--- config.mk ---
export PLATFORM = sky130hd
export DESIGN_NAME = weight_sorter_n
export DESIGN_NICKNAME = d
export VERILOG_FILES = /design/src/rtl/sorter_pkg.sv /design/src/rtl/sorter_classify.sv /design/src/rtl/weight_sorter_n.sv
export SDC_FILE = /design/constraint.sdc
export NUM_CORES = 1
export LEC_CHECK = 0
export BUFFER_PORTS_ARGS = -buffer_cell sky130_fd_sc_hd__buf_2
export CAP_MARGIN = 40
export CORE_UTILIZATION = 30
export CTS_CLUSTER_SIZE = 10
export DETAILED_ROUTE_END_ITERATION = 8
export GPL_TIMING_DRIVEN = 0
export MAX_ROUTING_LAYER = met4
export SLEW_MARGIN = 15
export SYNTH_ARGS = -nofsm -noshare
export SYNTH_HDL_FRONTEND = slang
export SYNTH_HIERARCHICAL = 1
export SYNTH_SLANG_ARGS = --single-unit
--- constraint.sdc ---
create_clock -name clk -period 5.2 [get_ports clk]
set_input_delay 0.52 -clock clk [delete_from_list [all_inputs] [get_ports clk]]
set_output_delay 0.52 -clock clk [all_outputs]
set_load 0.03 [all_outputs]
--- src/rtl/sorter_pkg.sv ---
// Shared types and helpers for the parametrised weight sorter family.
// FSM state encoding, reset-time default thresholds and width helpers
// used by weight_sorter_n and sorter_classify.
package sorter_pkg;

    typedef enum logic [1:0] {
        IDLE   = 2'd0,
        SETTLE = 2'd1,
        HELD   = 2'd2
    } state_t;

    // Default threshold i: 250,500,750,1500,2000 then +500 per further step.
    function automatic int def_thr(input int i);
        int t;
        case (i)
            0:       t = 250;
            1:       t = 500;
            2:       t = 750;
            3:       t = 1500;
            4:       t = 2000;
            default: t = 2000 + 500 * (i - 4);
        endcase
        return t;
    endfunction

    // Width of a bin number 0..n_grp (0 meaning no item).
    function automatic int grp_w(input int n_grp);
        return $clog2(n_grp + 1);
    endfunction

    // Width of a threshold index 0..n_grp-2; never narrower than one bit.
    function automatic int idx_w(input int n_grp);
        return (n_grp > 2) ? $clog2(n_grp - 1) : 1;
    endfunction

endpackage

--- src/rtl/sorter_classify.sv ---
// Combinational priority comparator: maps a weight onto a bin number.
// Bin g (1..N_GRP-1) is chosen for the lowest g with weight <= thr[g-1];
// anything above every threshold lands in bin N_GRP. The lowest matching
// index always wins, so non-monotonic threshold tables are well defined.
module sorter_classify
    import sorter_pkg::*;
#(
    parameter int W     = 12,
    parameter int N_GRP = 6
) (
    input  logic [W-1:0]                weight,
    input  logic [N_GRP-2:0][W-1:0]     thr,
    output logic [grp_w(N_GRP)-1:0]     bin
);

    localparam int GRP_W = grp_w(N_GRP);

    // Scan from the highest threshold down so the lowest match overwrites last.
    always_comb begin
        bin = GRP_W'(N_GRP);
        for (int g = N_GRP - 2; g >= 0; g--) begin
            if (weight <= thr[g]) begin
                bin = GRP_W'(g + 1);
            end
        end
    end

endmodule

--- src/rtl/weight_sorter_n.sv ---
// Parametrised weight sorter: settles each item on the scale, classifies it
// against run-time programmable thresholds and counts it when it leaves.
// Optional reject path enabled by defining WEIGHT_SORTER_REJECT_EN: items
// heavier than MAX_WEIGHT show all-ones on current_grp and are tallied in
// reject_count instead of a bin counter and total_count.
module weight_sorter_n
    import sorter_pkg::*;
#(
    parameter int W          = 12,
    parameter int N_GRP      = 6,
    parameter int CNT_W      = 8,
    parameter int SETTLE_CYC = 2,
    parameter int MAX_WEIGHT = 4000
) (
    input  logic                      clk,
    input  logic                      reset,
    input  logic [W-1:0]              weight,
    input  logic                      thr_wr_en,
    input  logic [idx_w(N_GRP)-1:0]   thr_wr_idx,
    input  logic [W-1:0]              thr_wr_data,
    output logic [N_GRP*CNT_W-1:0]    grp_count,
    output logic [grp_w(N_GRP)-1:0]   current_grp,
    output logic                      item_done,
    output logic [15:0]               total_count
`ifdef WEIGHT_SORTER_REJECT_EN
    ,
    output logic [CNT_W-1:0]          reject_count
`endif
);

    localparam int          GRP_W       = grp_w(N_GRP);
    localparam int          IDX_W       = idx_w(N_GRP);
    localparam logic [3:0]  SETTLE_LAST = 4'(SETTLE_CYC - 1);

    state_t                    state;
    state_t                    state_nxt;
    logic [W-1:0]              sample;
    logic [3:0]                stable_cnt;
    logic                      stable_last;
    logic [N_GRP-2:0][W-1:0]   thr;
    logic [GRP_W-1:0]          bin;
    logic [GRP_W-1:0]          held_bin;
    logic [CNT_W-1:0]          cnt [N_GRP];
    logic                      do_latch;
    logic                      do_stable;
    logic                      do_hold;
    logic                      do_count;
    logic                      count_bin;

`ifdef WEIGHT_SORTER_REJECT_EN
    logic                      is_reject;
    logic                      held_reject;

    assign is_reject = (weight > W'(MAX_WEIGHT));
    assign count_bin = do_count && !held_reject;
`else
    assign count_bin = do_count;
`endif

    // The next stable sample completes the settle window.
    assign stable_last = ((stable_cnt + 4'd1) >= SETTLE_LAST);

    sorter_classify #(
        .W     (W),
        .N_GRP (N_GRP)
    ) u_classify (
        .weight (weight),
        .thr    (thr),
        .bin    (bin)
    );

    // Threshold table: defaults on reset, single-entry writes otherwise.
    always_ff @(posedge clk) begin
        if (reset) begin
            for (int i = 0; i < N_GRP - 1; i++) begin
                thr[i] <= W'(def_thr(i));
            end
        end else if (thr_wr_en) begin
            for (int i = 0; i < N_GRP - 1; i++) begin
                if (thr_wr_idx == IDX_W'(i)) begin
                    thr[i] <= thr_wr_data;
                end
            end
        end
    end

    // FSM state register.
    always_ff @(posedge clk) begin
        if (reset) begin
            state <= IDLE;
        end else begin
            state <= state_nxt;
        end
    end

    // FSM next-state logic.
    always_comb begin
        state_nxt = state;
        case (state)
            IDLE: begin
                if (weight != '0) begin
                    state_nxt = (SETTLE_CYC == 1) ? HELD : SETTLE;
                end
            end
            SETTLE: begin
                if (weight == '0) begin
                    state_nxt = IDLE;
                end else if ((weight == sample) && stable_last) begin
                    state_nxt = HELD;
                end
            end
            HELD: begin
                if (weight == '0) begin
                    state_nxt = IDLE;
                end
            end
            default: state_nxt = IDLE;
        endcase
    end

    // FSM control strobes for the settle, hold and count datapath.
    always_comb begin
        do_latch  = 1'b0;
        do_stable = 1'b0;
        do_hold   = 1'b0;
        do_count  = 1'b0;
        case (state)
            IDLE: begin
                if (weight != '0) begin
                    if (SETTLE_CYC == 1) begin
                        do_hold = 1'b1;
                    end else begin
                        do_latch = 1'b1;
                    end
                end
            end
            SETTLE: begin
                if (weight != '0) begin
                    if (weight != sample) begin
                        do_latch = 1'b1;
                    end else if (stable_last) begin
                        do_hold = 1'b1;
                    end else begin
                        do_stable = 1'b1;
                    end
                end
            end
            HELD: begin
                if (weight == '0) begin
                    do_count = 1'b1;
                end
            end
            default: ;
        endcase
    end

    // Settle filter: latched sample and count of consecutive matching cycles.
    always_ff @(posedge clk) begin
        if (reset) begin
            sample     <= '0;
            stable_cnt <= '0;
        end else if (do_latch) begin
            sample     <= weight;
            stable_cnt <= '0;
        end else if (do_stable) begin
            stable_cnt <= stable_cnt + 4'd1;
        end
    end

    // Bin capture on entering HELD, cleared with a done pulse on exit.
    always_ff @(posedge clk) begin
        if (reset) begin
            current_grp <= '0;
            held_bin    <= '0;
            item_done   <= 1'b0;
`ifdef WEIGHT_SORTER_REJECT_EN
            held_reject <= 1'b0;
`endif
        end else begin
            item_done <= do_count;
            if (do_hold) begin
                held_bin <= bin;
`ifdef WEIGHT_SORTER_REJECT_EN
                held_reject <= is_reject;
                current_grp <= is_reject ? '1 : bin;
`else
                current_grp <= bin;
`endif
            end else if (do_count) begin
                current_grp <= '0;
            end
        end
    end

    // Saturating per-bin counters and total, bumped as an item leaves.
    always_ff @(posedge clk) begin
        if (reset) begin
            for (int g = 0; g < N_GRP; g++) begin
                cnt[g] <= '0;
            end
            total_count <= '0;
        end else if (count_bin) begin
            for (int g = 0; g < N_GRP; g++) begin
                if ((held_bin == GRP_W'(g + 1)) && (cnt[g] != '1)) begin
                    cnt[g] <= cnt[g] + CNT_W'(1);
                end
            end
            if (total_count != 16'hFFFF) begin
                total_count <= total_count + 16'd1;
            end
        end
    end

`ifdef WEIGHT_SORTER_REJECT_EN
    // Saturating tally of rejected items.
    always_ff @(posedge clk) begin
        if (reset) begin
            reject_count <= '0;
        end else if (do_count && held_reject && (reject_count != '1)) begin
            reject_count <= reject_count + CNT_W'(1);
        end
    end
`endif

    genvar gi;
    for (gi = 0; gi < N_GRP; gi++) begin : g_flat
        assign grp_count[gi*CNT_W +: CNT_W] = cnt[gi];
    end

endmodule

### Word-level counts from Yosys, hierarchy flattened

Memory sizes are Yosys's and may differ from the RTL's.
Cells that the tools add are included.

| storage, ports and cells | value |
|---|---|
| output and inout port bits | 68 |
| word-level logic and storage cells | 135 |
| memories | 1 |
| bits of input ports | 30 |
| register bits | 101 |
| RAM bits | 48 |

Memories:

| name | depth | width | rd ports | clocked after memory_dff | write ports | RTL line | source |
|---|---|---|---|---|---|---|---|
| cnt | 6 | 8 | 6 | 0 | 6 | weight_sorter_n.sv:43 | `logic [CNT_W-1:0] cnt [N_GRP];` |

| cells by class | value |
|---|---|
| reductions and logical operators | 20 |
| add/subtract/negate cells | 8 |
| order comparisons | 6 |
| mux-type cells | 58 |
| eq/ne operators | 24 |
| bitwise gates (word level) | 6 |

Operators with widths:

| operator | number |
|---|---|
| $le 12x12->1 | 5 |
| $add 8x1->8 const B | 6 |
| $mux 8 | 6 |
| $ne 8x8->1 const B | 6 |
| $mux 1 | 39 |
| $add 16x1->16 const B | 1 |
| $ne 16x16->1 const B | 1 |
| $mux 3 | 5 |
| $eq 12x12->1 | 1 |
| $eq 3x2->1 const B | 4 |
| $eq 3x3->1 const B | 4 |
| $logic_not 12->1 | 1 |
| $mux 2 | 6 |
| $ne 12x12->1 | 1 |
| $reduce_and 2->1 | 6 |
| $reduce_bool 12->1 | 1 |
| $logic_and 1x1->1 | 7 |
| $eq 3x1->1 const B | 2 |
| $or 1x1->1 | 6 |
| $pmux 2 s3 | 1 |
| $add 4x1->4 const B | 1 |
| $ge 4x1->1 const B | 1 |
| $ne 2x2->1 const B | 2 |
| $logic_not 3->1 | 1 |
| other kinds (8) | 8 |

### Longest topological paths before layout

Gate-level depths: netlist of the first run.
An unclocked memory read counts as a cell.

| logic depth | value |
|---|---|
| depth in word-level cells | 8 |
| mapped depth | 10 |
| gate-level depth less buffers | 10 |

### Hierarchy

The synthesis of the first run kept the hierarchy.

Modules (own cells, without submodules):

| module | area an instance (sq um) | cells an instance | times used | sequential area each (sq um) |
|---|---|---|---|---|
| weight_sorter_n | 6722.7 | 702 | 1 | 3463.3 |
| sorter_classify | 1546.5 | 214 | 1 | 0.0 |

### Least setup slack after synthesis of the first run

Ideal clock, no wire load.

| timing path | value |
|---|---|
| path kind | input port to flip-flop |
| start point | in weight[11] |
| end point | reg current_grp[0] |
| arrival time | 2.156 ns |
| required time | 5.078 ns |
| buffers on the path | 0 |
| library setup time | 0.122 ns |
| path slack | 2.922 ns |
| cell stages on the path | 9 |
| cell sequence | ha_1 > a21oi_2 > o21ai_2 > a2111oi_2 > a21oi_1 > and3b_1 > or3_1 > nand2b_1 > mux2i_1 |

| between the ends | value |
|---|---|
| cells in the longest elaborated chain, start to end | 7 |
| elaborated cells between the ends (all ways) | 20 |
| classes of those cells | order compare (5); eq/ne (1); mux (11); reduce/logical (3) |

Ends and longest elaborated chain:

| what | RTL line | source |
|---|---|---|
| from (decl) | weight_sorter_n.sv:17 | `input logic [W-1:0] weight,` |
| $le 12x12->1 | sorter_classify.sv:22 | `if (weight <= thr[g]) begin` |
| $mux 2 (2 in series) | sorter_classify.sv:22 |  |
| $mux 3 (2 in series) | sorter_classify.sv:22 |  |
| $mux 3 * | sorter_classify.sv:22 |  |
| net bin[0] | weight_sorter_n.sv:41 | `logic [GRP_W-1:0] bin;` |
| $mux 3 * | weight_sorter_n.sv:181 | `if (do_hold) begin` |
| to (signal assigned) | weight_sorter_n.sv:187 | `current_grp <= bin;` |
| to (decl) | weight_sorter_n.sv:22 | `output logic [grp_w(N_GRP)-1:0] current_grp,` |

The timed path passes the listed nets; every way through them passes the cells marked *.
A chain may end at the register's enable or synchronous reset.

### Final worst setup path of the first run

| timing path | value |
|---|---|
| start point | in weight[5] |
| end point | reg current_grp[0] |

Same word-level chain as after synthesis.

==> results of run 1 <==
==> layer usage <==
| layer | vias to the layer above | routed length [um] | share of wire [%] | GRT usage, % |
|---|---|---|---|---|
| met4 | 0 | 299 | 1.4 | 4.83 |
| li1 | 3375 | - | - | - |
| met3 | 15 | 980 | 4.6 | 2.94 |
| met5 | - | 0 | 0 | - |
| met1 | 3120 | 10600 | 50 | 21.5 |
| met2 | 166 | 9270 | 44 | 23.6 |
==> placed cells by master, fill, tap and decap left out, types with 3 or more instances in the layout <==
cell / n
a211o_1: 6
a211oi_1: 4
a21o_1: 9
a21oi_1: 47
a31oi_1: 7
and3_1: 11
and4_1: 3
buf_2: 102
clkbuf_1: 23
clkbuf_16: 17
clkinv_4: 3
clkinvlp_4: 3
dfxtp_1: 101
edfxtp_1: 48
ha_1: 69
inv_1: 67
inv_6: 5
mux2i_1: 26
nand2_1: 137
nand2b_1: 33
nand3_1: 34
nand3b_1: 30
nand4_1: 18
nor2_1: 88
nor2b_1: 15
nor3_1: 9
nor4_1: 5
nor4_4: 4
o211ai_1: 3
o21ai_0: 7
o21bai_1: 3
or2_2: 3
or3_1: 6
xnor2_1: 39
xor2_1: 22
==> registers in the layout, summed over array words and instances, names as in the netlist <==
name	count
stable_cnt	4
total_count	16
current_grp	3
cnt	48
state	2
sample	12
held_bin	3
item_done	1
thr	60
==> cell families after synthesis <==
kind of cell             share of synthesized area, %
AO/OA/AOI/OAI                                    8.03
XOR/XNOR                                         6.46
adder cells (fa/ha/maj)                          10.4
buffers and inverters                            4.54
flip-flops                                       41.9
multiplexers                                     3.28
AND/OR/NAND/NOR                                  25.4
==> worst min-delay path, stage by stage <==
cell and delay (ns):
buf_2 0.14, nand2_1 0.06, a21oi_1 0.05
==> metrics by stage <==
stage | cells | hold slack, ns | area [um^2] | util, % | setup WS, ns
after floorplan | 916 | 0.436 | 8270 | - | 2.92
after global placement | 1353 | 0.443 | 9180 | 34.0 | 2.24
after detailed placement | 1353 | 0.447 | 9180 | 34.0 | 2.22
after CTS | 1385 | 0.379 | 9770 | 36.1 | 2.68
after global routing | 1385 | 0.390 | 9770 | 36.1 | 2.58
final | 1385 | 0.392 | 9770 | 36.1 | 2.69
==> path summary, 6_finish.rpt <==
path	to	start	depth (start not counted)
setup / recovery	current_grp[0]	weight[5]	10
hold / removal	thr[36]	thr_wr_data[0]	3
setup reg to reg	current_grp[0]	thr[23]	10
hold reg to reg	thr[11]	thr[11]	2
==> cell type report <==
| class | instances | area [um^2] | share of cell area (%) |
|---|---|---|---|
| clock buffer | 17 | 425 | 4.35 |
| inverter | 67 | 251 | 2.57 |
| clock inverter | 15 | 168 | 1.72 |
| buffer | 30 | 124 | 1.27 |
| multi-input combinational | 670 | 4430 | 45.4 |
| tap | 341 | 427 | 4.37 |
| sequential | 149 | 3460 | 35.5 |
| timing repair buffer | 96 | 480 | 4.92 |
==> power groups by stage <==
stage	Combinational, mW	Sequential [mW]	Clock [mW]
final	0.283	1.26	1.26
after global routing	0.313	1.26	1.34
after CTS	0.284	1.26	1.29
after detailed placement	0.282	1.28	0
after global placement	0.277	1.28	0
after floorplan	0.150	1.31	0
==> out/metrics.yaml, run 1 <==
synth.top_cells.by_count: "137 x nand2_1, 101 x dfxtp_1, 88 x nor2_1"
holdBufCountCts: 0
totalWireLength_um: 21200
switching_power_uw: 751
power_frac_clock_pct: 45.0
tns_ns: 0
port_buffers: 96
period_share_pct: 48.3
syn_avg_cell_area_um2: 9.03
fin_skew_ns: 0.0156
fmax_mhz: 398
grt_max_degree: 17
syn_to_final_growth_pct: 18.1
rsz0062_at_grt: "no"
die_area_mm2: 0.0282
vdd_drop_max_uv: 139
fill_cells: 2796
p_sw_share_pct: 26.8
grt_pass1_wl_um: 33300
synth.yosys.warnings: 6
grt.overflow.total: 0
reg2reg_slack_ns: 2.74
cp_slowest_cell: "or3_1"
numCtsBuffers: 17
synth_top_area_share_pct: 24.5
hold_class: "in2reg"
worstSetupPathType: "in2reg"
p_per_area_mw_per_mm2: 287
cts_tree: "built"
num_rows: 60
num_antenna_cells: 0
synth_most_common_cell: "nand2_1"
cp.required_ns: 5.50
dominantRegCellSynth: "dfxtp_1"
firstDrtPassIters: 5
post-cts-setup-buffers: 0
cts_sinks: 149
cts_resized: 0
fin_nets: 1130
finalHoldViolCount: 0
dp_hpwl_um: 15100
cp-end-kind: "register"
fp.dieW_um: 168
synth_edf_count: 48
initial_core_util_pct: 30.6
p_seq_share_pct: 44.9
clk_latency_ns: 0.43
crit_family: "compound AO/OA/AOI/OAI gates"
p_comb_share_pct: 10.1
drive_gt1_share_pct: 14.7
status: "completed"
tightest_slew_ns: 0.820
leakagePower_nw: 4.15
relSlewSlack_pct: 44.9
wl_per_cell_um: 15.3
ys_seq_area_share_pct: 41.9
finalMaxSlewViolations: 0
finalPower_mw: 2.80
ios: 98
path_buf_inv: 1
die_y_um: 168
maxCapViolCount: 0
power.internal_mw: 2.05
clk_pin_slew_ns: 0.07
ys_seq_elements: 149
arrival_ns: 2.81
vias: 6676
startpoint_type: "primary input"
cts-root-buf: "clkbuf_16"
postRouteAntennaNets: 0
cp_common_cell: "a21oi_1"
max_stage_delay_ns: 0.36
gr-usage-all-layers_pct: 15.8
syn_inst: 916
netlist_area_mm2: 0.00827
crit_fanout: 8
yosys-top-cells-area: "dfxtp_1 24%, edfxtp_1 17%, ha_1 10%"
layout_min_cycle_time_ns: 2.51
drc: 0
grt_pass1_vias: 6246
htreeDepth: 4
synth_cell_types: 57
clock_path_buffers: 2
dr.first_iter.drc_count: 459
worstPathCellList: "buf_2 > ha_1 > a21oi_1 > nor2_4 > a2111oi_2 > a21oi_1 > and3b_1 > or3_1 > nand2b_1 > mux2i_1"
antenna_found_initial: 0
syn_nets: 1015
finalSetupViolations: 0
async_flop_share_pct: 0
gp_congestion: 0.806
core-area_mm2: 0.0270
via_per_inst: 4.82
yosys.area.top_type: "dfxtp_1"
Power figures use the tool's default switching activity.
==> run 2: changes to the inputs <==
clock period = 2.25 ns   (was 5.2 ns; I/O delays follow)
==> out/metrics.yaml, run 2 (synthesis results as in run 1) <==
status: "completed"
hold_depth: 3
grt_pass1_wl_um: 33500
fp.dieW_um: 168
p_comb_share_pct: 10.8
die_y_um: 168
cp.required_ns: 2.55
leakagePower_nw: 4.19
startpoint_type: "register"
port_buffers: 96
power_frac_clock_pct: 44.7
grtUsageMet3_pct: 2.94
fin_cells: 1388
final_cell_mix: "137 x nand2_1, 102 x buf_2, 95 x dfxtp_1, 87 x nor2_1, 67 x inv_1"
cp-end-kind: "register"
htreeDepth: 4
reg2reg_slack_ns: 0.05
top_usage_layer: "met2"
num_antenna_cells: 0
met1_usage_pct: 21.5
rsz0062_at_grt: "yes"
period_share_pct: 97.6
antenna_found_initial: 0
p_seq_share_pct: 44.5
cts_sinks: 149
gp_congestion: 0.806
r2r-start: "thr[37]"
ios: 98
totalWireLength_um: 21600
multiInputGateArea_mm2: 0.00462
clock_path_buffers: 2
placed_cell_area_mm2: 0.00918
via_per_inst: 4.87
worstSetupPathType: "reg2reg"
num_rows: 60
fin_skew_ns: 0.0158
reg2reg_depth: 10
postRouteAntennaNets: 0
clk_pin_slew_ns: 0.07
cp_slowest_cell: "or3_4"
vdd_drop_max_uv: 317
p_per_area_mw_per_mm2: 654
drc: 0
relSlewSlack_pct: 50.8
dr.first_iter.drc_count: 428
fin_nets: 1133
final_common_cell: "nand2_1"
p_sw_share_pct: 27.0
holdCritStartpoint: "thr_wr_data[0]"
reg_top3: "thr x60, cnt x48, total_count x16"
wl_per_cell_um: 15.5
grt_max_degree: 17
grt_pass1_vias: 6272
switching_power_mw: 1.76
core-area_mm2: 0.0270
max_stage_delay_ns: 0.38
arrival_ns: 2.50
cts_tree: "built"
finalHoldViolCount: 0
regArea_mm2: 0.00347
timing.rr.end: "current_grp[0]"
holdWs_ns: 0.0980
die_area_mm2: 0.0282
grt.overflow.total: 0
syn_to_final_growth_pct: 20.8
top_register: "thr"
hold_class: "in2reg"
met2_usage_pct: 23.9
largest_reg_flops: 60
maxCapViolCount: 0
dp_hpwl_um: 15100
finalMaxSlewViolations: 0
tightest_slew_ns: 0.736
firstDrtPassIters: 5
worstPathCellList: "inv_1 > ha_1 > nand4b_1 > nand3_2 > a221oi_2 > a32oi_2 > and3b_1 > or3_4 > nand2b_4 > mux2i_1"
finalSetupViolations: 0
cts-root-buf: "clkbuf_16"
clk_latency_ns: 0.43
layout_min_cycle_time_ns: 2.20
initial_core_util_pct: 30.6
fill_cells: 2766
dp_cells: 1353
numCtsBuffers: 17
final_cell_area_mm2: 0.00999
fmax_mhz: 456
gr-usage-all-layers_pct: 15.9
min_to: "thr[24]"
drive_gt1_share_pct: 17.9
vias: 6759
power.internal_mw: 4.77
crit_fanout: 2
-- run 2: power by group through the flow --
stage / logic (mW) / registers [mW] / clock network [mW]
after CTS: 0.673 / 2.91 / 2.98
after detailed placement: 0.651 / 2.97 / 0
final: 0.707 / 2.91 / 2.92
after floorplan: 0.346 / 3.02 / 0
after global placement: 0.640 / 2.96 / 0
after global routing: 0.778 / 2.92 / 3.11
-- run 2: through the flow --
stage / TNS (ns) / power (mW) / worst slack, ns / util [%]
floorplan: 0 / 3.37 / 0.0572 / -
detailed placement: -20.21 / 3.62 / -0.439 / 34.0
global placement: -18.26 / 3.60 / -0.414 / 34.0
global route: -0.325 / 6.80 / -0.0211 / 37.0
CTS: 0 / 6.56 / 0.00435 / 36.4
finish: 0 / 6.53 / 0.0548 / 37.0
-- run 2: cell type report --
cell class / count / share of cell area (%)
Clock inverter: 15 / 1.68
Buffer: 30 / 1.25
Clock buffer: 17 / 4.26
Inverter: 67 / 2.52
Sequential cell: 149 / 34.8
Multi-Input combinational cell: 670 / 46.2
Tap cell: 341 / 4.27
Timing Repair Buffer: 99 / 5.04
-- run 2: critical path: cells and delay by family (launching register included) --
family	cells	cell delay (ns)
buffers and inverters	1	0.04
multiplexers	1	0.07
AND/OR/NAND/NOR	5	0.91
flip-flops	1	0.33
AO/OA/AOI/OAI	2	0.43
adder cells (fa/ha/maj)	1	0.29
-- run 2: what timing repair did --
item / 4_1_cts / 5_1_grt
hold endpoints to repair: 0 / 0
pin swaps: 7 / 8
setup buffers: 1 / 2
hold buffers: 0 / 0
setup endpoints to repair: 10 / 50
gates cloned: 0 / 0
resized for setup: 12 / 25
-- run 2: how the worst max path moves through the flow --
stage / start / end / cells after the start
after floorplan: cnt[3][0] / cnt[3][0] / 5
after global placement: reset / cnt[5][2] / 4
after detailed placement: reset / cnt[3][2] / 4
after CTS: thr[39] / current_grp[0] / 10
after global routing: state[1] / cnt[5][2] / 4
final: thr[37] / current_grp[0] / 10
-- run 2: layer usage --
metal	wire length, um	vias to the layer above
met2	9370	167
li1	-	3388
met1	10700	3183
met3	1100	21
met5	0	-
met4	360	0
